`config.mk`:
```
export PLATFORM = sky130hd
export DESIGN_NAME = alu_driver
export DESIGN_NICKNAME = d
export VERILOG_FILES = /design/src/rtl/alu_driver_pkg.sv /design/src/rtl/alu_driver_decoder.sv /design/src/rtl/alu_driver.sv
export SDC_FILE = /design/constraint.sdc
export NUM_CORES = 1
export LEC_CHECK = 0
export ABC_AREA = 1
export BUFFER_PORTS_ARGS = -buffer_cell sky130_fd_sc_hd__buf_4
export CAP_MARGIN = 20
export CORE_MARGIN = 3
export CORE_UTILIZATION = 35
export DETAILED_ROUTE_END_ITERATION = 8
export PLACE_DENSITY = 0.7
export SLEW_MARGIN = 15
export SYNTH_ARGS = -nofsm -noshare
export SYNTH_HDL_FRONTEND = slang
export SYNTH_SLANG_ARGS = --single-unit
```
`constraint.sdc`:
```
create_clock -name clk -period 3.5 [get_ports clk]
set_input_delay 0.175 -clock clk [delete_from_list [all_inputs] [get_ports clk]]
set_output_delay 0.175 -clock clk [all_outputs]
set_load 0.05 [all_outputs]
```
`src/rtl/alu_driver_pkg.sv`:
```
// Shared types and constants for the ALU driver: control encoding, FSM states,
// RV32I funct3 codes and a small decode helper.
// Ports: none (package).
package alu_driver_pkg;

  localparam int unsigned ALU_CTRL_W = 4;
  localparam int unsigned FUNCT3_W   = 3;
  localparam int unsigned STAT_W     = 32;

  // Operation select presented to the external alu
  typedef enum logic [ALU_CTRL_W-1:0] {
    ALU_ADD  = 4'd0,
    ALU_SUB  = 4'd1,
    ALU_SLL  = 4'd2,
    ALU_SLT  = 4'd3,
    ALU_SLTU = 4'd4,
    ALU_XOR  = 4'd5,
    ALU_SRL  = 4'd6,
    ALU_SRA  = 4'd7,
    ALU_OR   = 4'd8,
    ALU_AND  = 4'd9
  } alu_control_t;

  // Request/execute/response sequencing of the driver
  typedef enum logic [1:0] {
    S_IDLE = 2'd0,
    S_EXEC = 2'd1,
    S_RESP = 2'd2
  } alu_driver_state_t;

  // RV32I OP / OP-IMM funct3 codes
  localparam logic [FUNCT3_W-1:0] FUNCT3_ADD  = 3'b000;
  localparam logic [FUNCT3_W-1:0] FUNCT3_SLL  = 3'b001;
  localparam logic [FUNCT3_W-1:0] FUNCT3_SLT  = 3'b010;
  localparam logic [FUNCT3_W-1:0] FUNCT3_SLTU = 3'b011;
  localparam logic [FUNCT3_W-1:0] FUNCT3_XOR  = 3'b100;
  localparam logic [FUNCT3_W-1:0] FUNCT3_SR   = 3'b101;
  localparam logic [FUNCT3_W-1:0] FUNCT3_OR   = 3'b110;
  localparam logic [FUNCT3_W-1:0] FUNCT3_AND  = 3'b111;

  // Only ADD/SUB and SRL/SRA give funct7[5] a meaning; elsewhere it is illegal
  function automatic logic funct7_5_allowed(input logic [FUNCT3_W-1:0] funct3);
    return (funct3 == FUNCT3_ADD) || (funct3 == FUNCT3_SR);
  endfunction

endpackage

```
`src/rtl/alu_driver_decoder.sv`:
```
// alu_decoder: combinational translation of funct3/funct7[5]/is_imm into an
// alu control code, a shift indicator and an illegal-encoding flag.
// Ports:
//   funct3   in  3            instr[14:12]
//   funct7_5 in  1            instr[30]
//   is_imm   in  1            1 = OP-IMM, 0 = OP
//   control  out alu_control_t decoded operation (ALU_ADD when illegal)
//   is_shift out 1            legal SLL/SRL/SRA, operand b needs masking
//   illegal  out 1            encoding not part of RV32I OP/OP-IMM
module alu_decoder
  import alu_driver_pkg::*;
(
  input  logic [FUNCT3_W-1:0] funct3,
  input  logic                funct7_5,
  input  logic                is_imm,
  output alu_control_t        control,
  output logic                is_shift,
  output logic                illegal
);

  // Decode table; illegal encodings fall back to a harmless ADD
  always_comb begin
    control  = ALU_ADD;
    is_shift = 1'b0;
    illegal  = 1'b0;
    case (funct3)
      // ADDI has no SUB form, so funct7[5] is immediate data there
      FUNCT3_ADD:  control = (funct7_5 && !is_imm) ? ALU_SUB : ALU_ADD;
      FUNCT3_SLL: begin
        control  = ALU_SLL;
        is_shift = 1'b1;
      end
      FUNCT3_SLT:  control = ALU_SLT;
      FUNCT3_SLTU: control = ALU_SLTU;
      FUNCT3_XOR:  control = ALU_XOR;
      FUNCT3_SR: begin
        control  = funct7_5 ? ALU_SRA : ALU_SRL;
        is_shift = 1'b1;
      end
      FUNCT3_OR:   control = ALU_OR;
      FUNCT3_AND:  control = ALU_AND;
      default:     control = ALU_ADD;
    endcase
    if (funct7_5 && !funct7_5_allowed(funct3)) begin
      control  = ALU_ADD;
      is_shift = 1'b0;
      illegal  = 1'b1;
    end
  end

endmodule

```
`src/rtl/alu_driver.sv`:
```
// alu_driver: initiator side of the ALU interface. Accepts one RV32I OP/OP-IMM
// request at a time, drives latched operands/control into an external alu,
// captures its result and flags, and returns them on a valid/ready channel.
// Optional statistics counters are built when ALU_DRIVER_STATS_EN is defined;
// otherwise stat_ops/stat_ovf are tied to zero.
// Ports:
//   clk, rst                          clock, asynchronous active-high reset
//   req_valid/req_ready               request handshake
//   req_funct3/funct7_5/is_imm        instruction fields
//   req_a, req_b                      rs1 value, rs2 value or sign-extended imm
//   alu_a, alu_b, alu_control         registered drive into the alu
//   alu_result/overflow/zero/equal    alu outputs
//   rsp_valid/rsp_ready               response handshake
//   rsp_result/overflow/zero/equal    captured alu outputs
//   rsp_illegal                       request encoding was illegal
//   stat_ops, stat_ovf                completed responses / responses with overflow
module alu_driver
  import alu_driver_pkg::*;
#(
  parameter int unsigned N = 32
) (
  input  logic                clk,
  input  logic                rst,
  input  logic                req_valid,
  output logic                req_ready,
  input  logic [FUNCT3_W-1:0] req_funct3,
  input  logic                req_funct7_5,
  input  logic                req_is_imm,
  input  logic [N-1:0]        req_a,
  input  logic [N-1:0]        req_b,
  output logic [N-1:0]        alu_a,
  output logic [N-1:0]        alu_b,
  output alu_control_t        alu_control,
  input  logic [N-1:0]        alu_result,
  input  logic                alu_overflow,
  input  logic                alu_zero,
  input  logic                alu_equal,
  output logic                rsp_valid,
  input  logic                rsp_ready,
  output logic [N-1:0]        rsp_result,
  output logic                rsp_overflow,
  output logic                rsp_zero,
  output logic                rsp_equal,
  output logic                rsp_illegal,
  output logic [STAT_W-1:0]   stat_ops,
  output logic [STAT_W-1:0]   stat_ovf
);

  localparam int unsigned SHAMT_W = $clog2(N);

  alu_driver_state_t state_q, state_d;
  alu_control_t      dec_control;
  logic              dec_is_shift;
  logic              dec_illegal;
  logic              illegal_q;
  logic              accept_c;
  logic              rsp_hs_c;

  alu_decoder u_decoder (
    .funct3   (req_funct3),
    .funct7_5 (req_funct7_5),
    .is_imm   (req_is_imm),
    .control  (dec_control),
    .is_shift (dec_is_shift),
    .illegal  (dec_illegal)
  );

  assign accept_c = (state_q == S_IDLE) && req_valid;
  assign rsp_hs_c = (state_q == S_RESP) && rsp_ready;

  // Next-state logic
  always_comb begin
    state_d = state_q;
    case (state_q)
      S_IDLE:  if (req_valid) state_d = S_EXEC;
      S_EXEC:  state_d = S_RESP;
      S_RESP:  if (rsp_ready) state_d = S_IDLE;
      default: state_d = S_IDLE;
    endcase
  end

  // State register; handshake outputs registered from the next state
  always_ff @(posedge clk or posedge rst) begin
    if (rst) begin
      state_q   <= S_IDLE;
      req_ready <= 1'b1;
      rsp_valid <= 1'b0;
    end else begin
      state_q   <= state_d;
      req_ready <= (state_d == S_IDLE);
      rsp_valid <= (state_d == S_RESP);
    end
  end

  // Operand/control latch; held between requests so the alu never sees a glitch
  always_ff @(posedge clk or posedge rst) begin
    if (rst) begin
      alu_a       <= '0;
      alu_b       <= '0;
      alu_control <= ALU_ADD;
      illegal_q   <= 1'b0;
    end else if (accept_c) begin
      alu_a       <= req_a;
      // Shifts keep only the shamt field so imm funct7 bits cannot zero the result
      alu_b       <= dec_is_shift ? N'(req_b[SHAMT_W-1:0]) : req_b;
      alu_control <= dec_control;
      illegal_q   <= dec_illegal;
    end
  end

  // Response capture at the end of the execute cycle
  always_ff @(posedge clk or posedge rst) begin
    if (rst) begin
      rsp_result   <= '0;
      rsp_overflow <= 1'b0;
      rsp_zero     <= 1'b0;
      rsp_equal    <= 1'b0;
      rsp_illegal  <= 1'b0;
    end else if (state_q == S_EXEC) begin
      rsp_result   <= illegal_q ? '0 : alu_result;
      rsp_overflow <= alu_overflow && !illegal_q;
      rsp_zero     <= alu_zero     && !illegal_q;
      rsp_equal    <= alu_equal    && !illegal_q;
      rsp_illegal  <= illegal_q;
    end
  end

`ifdef ALU_DRIVER_STATS_EN
  logic [STAT_W-1:0] stat_ops_q;
  logic [STAT_W-1:0] stat_ovf_q;

  // Completed-response counters, free-running with natural wrap
  always_ff @(posedge clk or posedge rst) begin
    if (rst) begin
      stat_ops_q <= '0;
      stat_ovf_q <= '0;
    end else if (rsp_hs_c) begin
      stat_ops_q <= stat_ops_q + STAT_W'(1);
      if (rsp_overflow) stat_ovf_q <= stat_ovf_q + STAT_W'(1);
    end
  end

  assign stat_ops = stat_ops_q;
  assign stat_ovf = stat_ovf_q;
`else
  logic unused_hs;
  assign unused_hs = rsp_hs_c;
  assign stat_ops  = '0;
  assign stat_ovf  = '0;
`endif

endmodule

```
# Yosys cells after proc, flatten, opt, wreduce, memory -nomap -nowiden
# Index checks and enable logic that the tools add are counted.
[totals] register_bits=109 output_inout_bits=170
[op_classes] eq_ne=10 mux=12 n_reduce_logical=14
[ops] op="two-way mux 32 bit" n=2
[ops] op="one-hot mux 4 bit (8 select lines)" n=1
[ops] op="equality test 3 bit, second input constant" n=4
[ops] op="equality test 3 x 2 -> 1 bit, second input constant" n=2
[ops] op="logical AND 1 bit" n=6
[ops] op="one-hot mux 2 bit (3 select lines)" n=1
[ops] op="two-way mux 1 bit" n=5
[ops] op="equality test 2 bit, second input constant" n=2
[ops] op="zero test 2 bit" n=2
[ops] op="two-way mux 2 bit" n=2
[ops] op="two-way mux 4 bit" n=1
[ops] op="equality test 3 x 1 -> 1 bit, second input constant" n=1
[ops] op="zero test 1 bit" n=3
[ops] op="zero test 3 bit" n=1
[ops] op="equality test 2 x 1 -> 1 bit, second input constant" n=1
[ops] op="OR reduction 2 bit" n=1
[ops] op="logical OR 1 bit" n=1

# Logic depth before layout (Yosys ltp)
# Gate-level depths: netlist of the first run.
[depth] depth_word=6 mapped_depth=8 mapped_depth_nobuf=7

# Modules after synthesis
# Synthesis of the first run repeated with hierarchy kept, for this count alone.
[unflattened] hier_cells=622 hier_area_um2=5101.1
[modules_own_cells] mod="alu_driver" instances=1 cells_per_inst=591 area_per_inst_um2=4959.8
[modules_own_cells] mod="alu_decoder" instances=1 cells_per_inst=31 area_per_inst_um2=141.4

# Least setup slack after synthesis of the first run
# OpenSTA, ideal clock, no wires.
[synth_path] path_kind="register to register" from="register state_q[1]" to="register alu_a[0]" setup_time_ps=118 t_arrival_ps=1027 required_ps=3382 path_slack_ps=2356 path_stages_with_launch=7 path_buffers=2 synth_period_minus_slack_ps=1144 path_cell_list="dfrtp_1 nor2_1 nand2_2 buf_2 buf_2 nand2_1 nand2_1"
[synth_between] elab_chain_len=2
[synth_rtl] element="start, declared" line_no="alu_driver.sv:51" source="alu_driver_state_t state_q, state_d;"
[synth_rtl] element="start signal, assigned" line_no="alu_driver.sv:89" source="state_q <= state_d;"
[synth_rtl] element="zero test 2 bit" line_no="alu_driver.sv:68" source="assign accept_c = (state_q == S_IDLE) && req_valid;"
[synth_rtl] element="logical AND 1 bit" line_no="alu_driver.sv:68"
[synth_rtl] element="end signal, assigned" line_no="alu_driver.sv:103" source="alu_a <= req_a;"
[synth_rtl] element="end, declared" line_no="alu_driver.sv:31" source="output logic [N-1:0] alu_a,"
# Every way passes these cells.
# A chain may end at the register's enable or synchronous reset.

# Final worst setup path of the first run
[layout_path] from="register state_q[1]" to="register alu_b[23]"
[layout_between] elab_chain_len=2
[layout_rtl] element="zero test 2 bit" line_no="alu_driver.sv:68"
[layout_rtl] element="logical AND 1 bit" line_no="alu_driver.sv:68"
[layout_rtl] element="end signal, assigned" line_no="alu_driver.sv:105" source="alu_b <= dec_is_shift ? N'(req_b[SHAMT_W-1:0]) : req_b;"
[layout_rtl] element="end, declared" line_no="alu_driver.sv:32" source="output logic [N-1:0] alu_b,"
# Every way passes these cells.

==> impl_metrics.env, run 1 <==
export IMPL_status="complete, no violations"
export IMPL_grt_max_degree=78
export IMPL_p_comb_frac=0.560
export IMPL_final_setup_viol_count=0
export IMPL_drive_above_1_share=0.3161
export IMPL_fin_crit_sh=0.5278
export IMPL_startpoint="state_q[1]"
export IMPL_cts_buffers=9
export IMPL_dieArea_mm2=0.01495
export IMPL_cp_required_ps=3760
export IMPL_syn_to_final_growth_pct=37.56
export IMPL_antenna_found_initial=0
export IMPL_vias=3928
export IMPL_skew_ps=5.142
export IMPL_grt_pass1_wl_um=18570
export IMPL_hold_viol_final=0
export IMPL_synth_most_common_cell="nand2_1"
export IMPL_grt_usage=0.1584
export IMPL_port_buffers=213
export IMPL_clk_latency_ps=340
export IMPL_max_cap_violations=0
export IMPL_internal_power_mw=3.494
export IMPL_synth_async_reset_ratio=1.000
export IMPL_cp_start_kind="flip-flop"
export IMPL_slew_violations=0
export IMPL_cp_max_fo=40
export IMPL_via_per_inst=4.233
export IMPL_r2r_end="alu_b[23]"
export IMPL_fin_setup_tns_ps=0
export IMPL_leakage_nw=3.696
export IMPL_syn_inst=547
export IMPL_synthTopCellsByArea="dfrtp_1, nand2_1, buf_4, o21ai_1, o21ai_0"
export IMPL_hp_class="primary input to flip-flop"
export IMPL_die_y_um=122.3
export IMPL_synth_seq_area_share=0.5765
export IMPL_grt_overflow=0
export IMPL_ctsResizeCount=0
export IMPL_postRouteAntennaNets=0
export IMPL_max_slew_margin=0.3648
export IMPL_die_w_um=122.3
export IMPL_start_util=0.3661
export IMPL_worst_slew_pin_slew_ps=952.8
export IMPL_endpoint_kind="flip-flop"
export IMPL_io_pins=278
export IMPL_yosys_area_top_type_share=0.5710
export IMPL_wl_per_cell_um=13.33
export IMPL_ir_drop_uv=586.6
export IMPL_fmax_mhz=541.3
export IMPL_ys_ff_latch=109
export IMPL_pwr_share_seq=0.298
export IMPL_worst_setup_path_type="flip-flop to flip-flop"
export IMPL_netlist_area_mm2=0.004733
export IMPL_cts_tree="done"
export IMPL_arrival_ps=2100
export IMPL_ff_latch_area_mm2=0.002729
export IMPL_drt_iter0_markers=179
export IMPL_clkSinkCount=109
export IMPL_fin_nets=859
export IMPL_reg2reg_slack_ps=1650
export IMPL_r2r_cells=6
export IMPL_rsz0062_at_grt="false"
export IMPL_post_route_min_period_ps=1847
export IMPL_yosys_area_top_type="dfrtp_1"
export IMPL_swShare=0.5161
export IMPL_routabilityCongestion=0.7531
export IMPL_clock_root_buffer="clkbuf_16"
export IMPL_synth_common_cells="nand2_1, dfrtp_1, buf_4, o21ai_1, o21ai_0"
export IMPL_r2r_start="state_q[1]"
export IMPL_num_fill_cells=1259
export IMPL_multi_input_area_mm2=0.001588
export IMPL_synth_main_ff_cell="dfrtp_1"
export IMPL_drc=0
export IMPL_synth_distinct_cells=25
export IMPL_ys_warn_count=0
export IMPL_p_sw_mw=3.726
export IMPL_place_detailed_hpwl_um=8945
export IMPL_dr_pass1_iters=4
export IMPL_h_tree_depth=3
export IMPL_postCtsSetupRepairBufs=0
export IMPL_clockPowerShare=0.142
export IMPL_synth_edff_count=0
export IMPL_grt_pass1_vias=3582
export IMPL_p_per_area_mw_per_mm2=1109
export IMPL_min_from="req_a[14]"
export IMPL_clkTransAtPathRegs_ps=70
export IMPL_wl_um=12370
export IMPL_clock_path_buffers=2
export IMPL_syn_area_per_cell_um2=8.653
export IMPL_core_region_area_mm2=0.01293
export IMPL_cts_hold_buf=0
export IMPL_endpoint="alu_b[23]"
export IMPL_n_antenna_cell=0
export IMPL_rows=41
export IMPL_finalHoldWorstSlack_ps=23.40
## final cells by class
class / count / share of cell area
multi-input cells: 402 / 0.2439
clock inverters: 1 / 0.004612
repair buffers: 217 / 0.2502
well taps: 172 / 0.03305
inverters: 12 / 0.008071
clock buffers: 15 / 0.04112
flip-flops and latches: 109 / 0.4191
## worst min-delay path by stage
stage,slack [ps],to,cells past startpoint
CTS,5,alu_a[14],3
global route,10,rsp_result[15],3
finish,20,alu_a[14],3
global placement,370,alu_a[21],3
floorplan,270,alu_control[3],1
detailed placement,370,alu_a[13],3
## sequential cells by signal (all words and copies together), names as in the netlist
register	cells
alu_control	4
rsp_result	32
req_ready	1
state_q	2
illegal_q	1
rsp_valid	1
alu_a	32
rsp_equal	1
alu_b	32
rsp_illegal	1
rsp_overflow	1
rsp_zero	1
## routing by layer
layer,track usage,wire (µm)
met3,0.06728,1479
met1,0.1946,4925
met5,0,0
met2,0.2535,5800
met4,0.04969,166
## power by group through the flow
stage          Combinational, mW  Clock [mW]  Sequential [mW]
2_1_floorplan              0.985           0             4.05
3_3_place_gp                4.06           0             2.15
3_5_place_dp                4.09           0             2.16
4_1_cts                     4.09        1.06             2.15
5_1_grt                     4.29        1.11             2.22
6_report                    4.05        1.02             2.15
## through the flow
stage	util	total power, mW	cell area (µm²)	std cells	setup slack, ps
6_report	0.5037	7.220	6511	928	1653
3_3_place_gp	0.4806	6.217	6213	912	1690
4_1_cts	0.5037	7.306	6511	928	1642
3_5_place_dp	0.4806	6.254	6213	912	1667
5_1_grt	0.5037	7.614	6511	928	1462
2_1_floorplan	-	5.038	4970	610	452.7
## cells in the final DEF, fill, tap and decap left out, types with 2 or more instances in the layout
cell       instances
buf_4            217
clkbuf_1           4
clkbuf_16          9
clkbuf_8           2
conb_1            64
dfrtp_1          108
inv_1              7
inv_2              3
nand2_1          289
nand3_1            5
nor2_1             6
o21ai_0           14
o21ai_1           16
## worst max-delay path, cell delays in order (launching register included)
cell and delay [ps]:
dfrtp_1 400, nor2_1 120, nand2_2 70, inv_2 500
buf_4 430, nand2_1 90, o21ai_1 150
## cells by family after synthesis
logic type	after synthesis	share of synthesized area
simple gates	303	0.2437
other cells	1	0.0007923
compound gates	35	0.04098
buf+inv	99	0.1380
flops	109	0.5765
No activity file was read; power rests on OpenSTA's default activity.
==> inputs of run 2 (changes only) <==
ABC_AREA = 0   (was 1)
PLACE_DENSITY = 0.72   (was 0.7)
clock period = 1.6 ns   (was 3.5 ns; I/O delays follow)
==> impl_metrics.env, run 2 <==
export IMPL_drt_iter0_markers=130
export IMPL_synth_edff_count=0
export IMPL_cpMaxStageDelayCell="or3b_4"
export IMPL_arrival_ps=1760
export IMPL_grt_pass1_vias=4265
export IMPL_synth_compound_gate_area_share=0.1042
export IMPL_final_common_cell="buf_4"
export IMPL_path_delay_family="simple AND/OR/NAND/NOR gates"
export IMPL_antenna_found_initial=0
export IMPL_hold_depth=3
export IMPL_synth_adder_area_share=0
export IMPL_start_util=0.3670
export IMPL_synth_mux_area_frac=0.007120
export IMPL_synthTopCellsByArea="dfrtp_1, nand2_1, buf_4, nand2b_1, a22o_1"
export IMPL_place_detailed_hpwl_um=9340
export IMPL_cp_start_kind="flip-flop"
export IMPL_io_pins=278
export IMPL_fin_setup_tns_ps=0
export IMPL_critical_path_buf_inv_count=1
export IMPL_r2r_cells=3
export IMPL_final_setup_viol_count=0
export IMPL_synth_xor_area_share=0.001846
export IMPL_die_y_um=122.4
export IMPL_worst_slew_pin_slew_ps=910.2
export IMPL_slowest_delay_ps=500
export IMPL_syn_area_per_cell_um2=9.926
export IMPL_via_per_inst=4.442
export IMPL_dr_pass1_iters=4
export IMPL_num_fill_cells=1073
export IMPL_dieArea_mm2=0.01499
export IMPL_leakage_nw=3.902
export IMPL_vias=4207
export IMPL_endpoint_kind="flip-flop"
export IMPL_netlist_area_mm2=0.004745
export IMPL_grt_max_degree=74
export IMPL_syn_inst=478
export IMPL_grt_overflow=0
export IMPL_clkTransAtPathRegs_ps=70
export IMPL_placed_area_mm2=0.006332
export IMPL_synth_top_family_by_area="simple AND/OR/NAND/NOR gates"
export IMPL_clock_path_buffers=2
export IMPL_reg2reg_slack_ps=70
export IMPL_min_from="alu_result[12]"
export IMPL_crit_cells=3
export IMPL_grt_usage=0.1806
export IMPL_power_mw=16.89
export IMPL_clkSinkCount=109
export IMPL_cts_buffers=9
export IMPL_skew_ps=8.095
export IMPL_ys_ff_latch=109
export IMPL_core_region_area_mm2=0.01293
export IMPL_fin_nets=879
export IMPL_layout_common_cells="buf_4, nand2_1, dfrtp_1, dlygate4sd3_1, conb_1"
export IMPL_fin_crit_sh=0.9586
export IMPL_post_route_min_period_ps=1534
export IMPL_port_buffers=213
export IMPL_grt_pass1_wl_um=21000
export IMPL_clk_latency_ps=340
export IMPL_syn_to_final_growth_pct=57.81
export IMPL_fin_area_mm2=0.007487
export IMPL_synth_distinct_cells=25
export IMPL_clock_root_buffer="clkbuf_16"
export IMPL_hold_viol_final=0
export IMPL_place_ws_ps=70.67
export IMPL_hold_path_end="rsp_result[12]"
export IMPL_h_tree_depth=3
export IMPL_routabilityCongestion=0.7996
export IMPL_wl_per_cell_um=14.57
export IMPL_timing_final_ws_setup_ps=66.27
export IMPL_yosys_area_top_type_share=0.5696
export IMPL_cp_required_ps=1830
export IMPL_ir_drop_uv=1009
export IMPL_rows=41
export IMPL_synth_async_reset_ratio=1.000
export IMPL_synth_simple_area_share=0.1799
export IMPL_r2r_end="illegal_q"
export IMPL_yosys_area_top_type="dfrtp_1"
export IMPL_cts_tree="done"
export IMPL_r2r_start="state_q[0]"
export IMPL_fin_util=0.5792
export IMPL_p_per_area_mw_per_mm2=2256
export IMPL_synth_seq_area_share=0.5752
export IMPL_worst_setup_path_type="flip-flop to flip-flop"
export IMPL_synth_common_cells="nand2_1, dfrtp_1, buf_4, nand2b_1, o21ai_0"
export IMPL_cp_max_fo=13
export IMPL_status="complete, no violations"
export IMPL_synth_most_common_cell="nand2_1"
export IMPL_ys_warn_count=0
export IMPL_rsz0062_at_grt="false"
export IMPL_path_cells="or3b_4, inv_1, mux2_2"
export IMPL_drc=0
export IMPL_wl_um=13800
export IMPL_synth_main_ff_cell="dfrtp_1"
export IMPL_drive_above_1_share=0.3187
export IMPL_slew_violations=0
export IMPL_fmax_mhz=652.0
export IMPL_hp_class="primary input to flip-flop"
export IMPL_n_antenna_cell=0
export IMPL_postRouteAntennaNets=0
export IMPL_max_cap_violations=0
export IMPL_die_w_um=122.4
export IMPL_max_slew_margin=0.3932
export IMPL_reg_largest_list="alu_a x32, alu_b x32, rsp_result x32"
## run 2: cell count changes after synthesis, sizes merged, moves of 5 or more
| cell | previous run | this run |
|---|---|---|
| nand2 | 290 | 152 |
| buf | 82 | 73 |
| a22o | 0 | 27 |
| nor2 | 7 | 2 |
| nand3 | 5 | 0 |
| o21ai | 30 | 38 |
| clkbuf | 5 | 19 |
| nand2b | 0 | 38 |
| inv | 11 | 2 |
## run 2: per-layer routing
| metal | global-route usage | part of all wire | routed length (µm) | vias up |
|---|---|---|---|---|
| met5 | 0 | 0 | 0 | - |
| met4 | 0.1050 | 0.044 | 609 | 0 |
| met3 | 0.03318 | 0.057 | 781 | 44 |
| met2 | 0.3312 | 0.54 | 7404 | 186 |
| met1 | 0.1929 | 0.36 | 5000 | 1992 |
| li1 | - | - | - | 1985 |
## run 2: power breakdown
part / leakage, nW / switching, mW / internal (mW) / total [mW]
combinational: 2.40 / 6.89 / 2.96 / 9.85
sequential: 1.37 / 0.868 / 4.09 / 4.95
clock: 0.128 / 0.983 / 1.10 / 2.08
## run 2: cells by family (layout without fill, tap and decap cells)
group	count (synthesis)	after routing
simple gates	197	197
flops	109	109
buf+inv	94	328
compound gates	73	73
mux	3	3
other cells	1	64
xor+xnor	1	1
## run 2: layout make-up
class                           instances  area, µm²  area share
Clock buffer                           11      242.7     0.03242
Clock inverter                          4      32.53    0.004345
Tap cell                              172      215.2     0.02874
Multi-Input combinational cell        338       1638      0.2187
Inverter                                2      11.26    0.001504
Sequential cell                       109       2729      0.3645
Timing Repair Buffer                  311       2619      0.3498
## run 2: through the flow
step,cells,hold slack (ps)
floorplan,541,175.8
global placement,845,68.96
detailed placement,845,68.69
CTS,946,0.8764
global route,947,8.748
finish,947,8.684
## run 2: worst max path at each step
stage,from,end
floorplan,state_q[0],alu_b[10]
global placement,state_q[0],illegal_q
detailed placement,state_q[0],alu_b[21]
CTS,state_q[0],alu_a[11]
global route,state_q[0],alu_b[4]
finish,state_q[0],illegal_q
## run 2: timing repair
action | CTS | global route
endpoints found under the setup margin | 0 | 10
hold buffers | 86 | 1
hold endpoints to repair | 137 | 1
gates resized for setup | 0 | 2
buffers inserted | 0 | 0
## run 2: tightest hold or removal path, delay by kind of cell
family          cells  cell delay [ps]
simple gates        1               50
buf+inv             1              110
compound gates      1               70
==> inputs of run 3 (changes only) <==
CORE_UTILIZATION = 41   (was 35)
CTS_BUF_LIST = sky130_fd_sc_hd__clkbuf_8   (was default)
PLACE_DENSITY = 0.82   (was 0.72)
==> impl_metrics.env, run 3 (synthesis results as in run 2) <==
export IMPL_status="complete, no violations"
export IMPL_dp_cells=813
export IMPL_cts_buffers=9
export IMPL_arrival_ps=1770
export IMPL_grt_pass1_vias=4490
export IMPL_syn_to_final_growth_pct=57.83
export IMPL_grt_pass1_wl_um=23580
export IMPL_timing_final_ws_setup_ps=88.47
export IMPL_via_per_inst=4.666
export IMPL_hp_class="primary input to flip-flop"
export IMPL_final_cells=934
export IMPL_fin_setup_tns_ps=0
export IMPL_drt_iter0_markers=255
export IMPL_post_route_min_period_ps=1512
export IMPL_cts_tree="done"
export IMPL_drc=0
export IMPL_skew_ps=7.721
export IMPL_max_cap_violations=0
export IMPL_io_pins=278
export IMPL_num_fill_cells=763
export IMPL_final_setup_viol_count=0
export IMPL_final_common_cell="buf_4"
export IMPL_hold_viol_final=0
export IMPL_place_ws_ps=69.74
export IMPL_p_per_area_mw_per_mm2=2200
export IMPL_reg_largest_list="alu_a x32, alu_b x32, rsp_result x32"
export IMPL_fin_crit_sh=0.9447
export IMPL_rsz0062_at_grt="false"
export IMPL_antenna_found_initial=1
export IMPL_core_region_area_mm2=0.01108
export IMPL_die_w_um=113.6
export IMPL_port_buffers=213
export IMPL_highest_layer="met4"
export IMPL_rows=38
export IMPL_grt_usage=0.2350
export IMPL_ir_drop_uv=1613
export IMPL_start_util=0.4283
export IMPL_fin_nets=896
export IMPL_fmax_mhz=661.6
export IMPL_clock_path_buffers=2
export IMPL_grt_max_degree=71
export IMPL_wl_per_cell_um=16.08
export IMPL_grt_overflow=0
export IMPL_dr_pass1_iters=4
export IMPL_max_slew_margin=0.3816
export IMPL_clkSinkCount=109
export IMPL_clock_root_buffer="clkbuf_8"
export IMPL_clk_latency_ps=370
export IMPL_worst_slew_pin_slew_ps=927.5
export IMPL_drive_above_1_share=0.3115
export IMPL_leakage_nw=3.921
export IMPL_dieArea_mm2=0.01290
export IMPL_layout_common_cells="buf_4, nand2_1, dfrtp_1, dlygate4sd3_1, conb_1"
export IMPL_h_tree_depth=3
export IMPL_cp_start_kind="flip-flop"
export IMPL_wl_met1_um=5117
export IMPL_cp_required_ps=1860
export IMPL_worst_setup_path_type="flip-flop to flip-flop"
export IMPL_place_detailed_hpwl_um=9139
export IMPL_reg2reg_slack_ps=90
export IMPL_routed_wl_met2_um=8203
export IMPL_wl_um=15020
export IMPL_cp_max_fo=8
export IMPL_postRouteAntennaNets=0
export IMPL_routabilityCongestion=0.8155
export IMPL_endpoint_kind="flip-flop"
export IMPL_clkTransAtPathRegs_ps=90
export IMPL_die_y_um=113.6
export IMPL_slew_violations=0
export IMPL_vias=4358
export IMPL_wl_met3_um=1028
[run 3: cell types whose count changed in the layout (fill, tap and decap cells not counted), sizes merged]
cell and delta:
clkbuf -2, clkinv +2, diode +1, dlygate4sd3 +17, inv +1
[run 3: cell type report]
type	count	area (µm²)	share of cell area
antenna	1	2.502	0.0003342
clock buffer	9	123.9	0.01654
tap	140	175.2	0.02339
inverter	2	11.26	0.001504
multi-input combinational	338	1633	0.2180
sequential	109	2729	0.3644
clock inverter	7	42.54	0.005681
timing repair buffer	328	2771	0.3701
[run 3: power by group]
| group | switching (mW) | internal [mW] |
|---|---|---|
| sequential | 0.919 | 4.08 |
| combinational | 7.00 | 3.00 |
| clock | 0.916 | 0.558 |
[run 3: metrics by stage]
step,total power [mW],utilization,area [µm²],hold WS [ps]
CTS,16.40,0.6747,7475,19.76
global placement,14.47,0.5657,6267,211.6
global route,17.29,0.6760,7488,36.18
floorplan,11.70,-,4985,175.8
detailed placement,14.71,0.5657,6267,219.9
finish,16.47,0.6760,7488,50.09
[run 3: routing by layer]
layer / up-vias / track usage
li1: 2017 / -
met1: 2060 / 0.2487
met2: 225 / 0.4303
met3: 56 / 0.06419
met4: 0 / 0.1106
met5: - / 0
[run 3: repair_timing]
item	CTS	global route
hold buffers	104	0
gates resized for setup	0	3
buffers inserted	0	0
endpoints found under the setup margin	0	3
endpoints found under the hold margin	210	0
[run 3: worst paths after layout]
| kind | from | end | cells past startpoint |
|---|---|---|---|
| min in group asynchronous | rst | rsp_result[16] | 4 |
| worst max register to register | state_q[0] | illegal_q | 3 |
| worst max-delay path | state_q[0] | illegal_q | 3 |
| worst min register to register | alu_a[23] | alu_a[23] | 2 |
| worst min-delay path | req_funct3[0] | alu_control[0] | 3 |
| max in group asynchronous | rst | alu_b[1] | 4 |
[run 3: critical path, stage by stage, from the launching register on]
cell and delay (ps):
dfrtp_1 410, or3b_4 470, inv_1 180, mux2_2 350
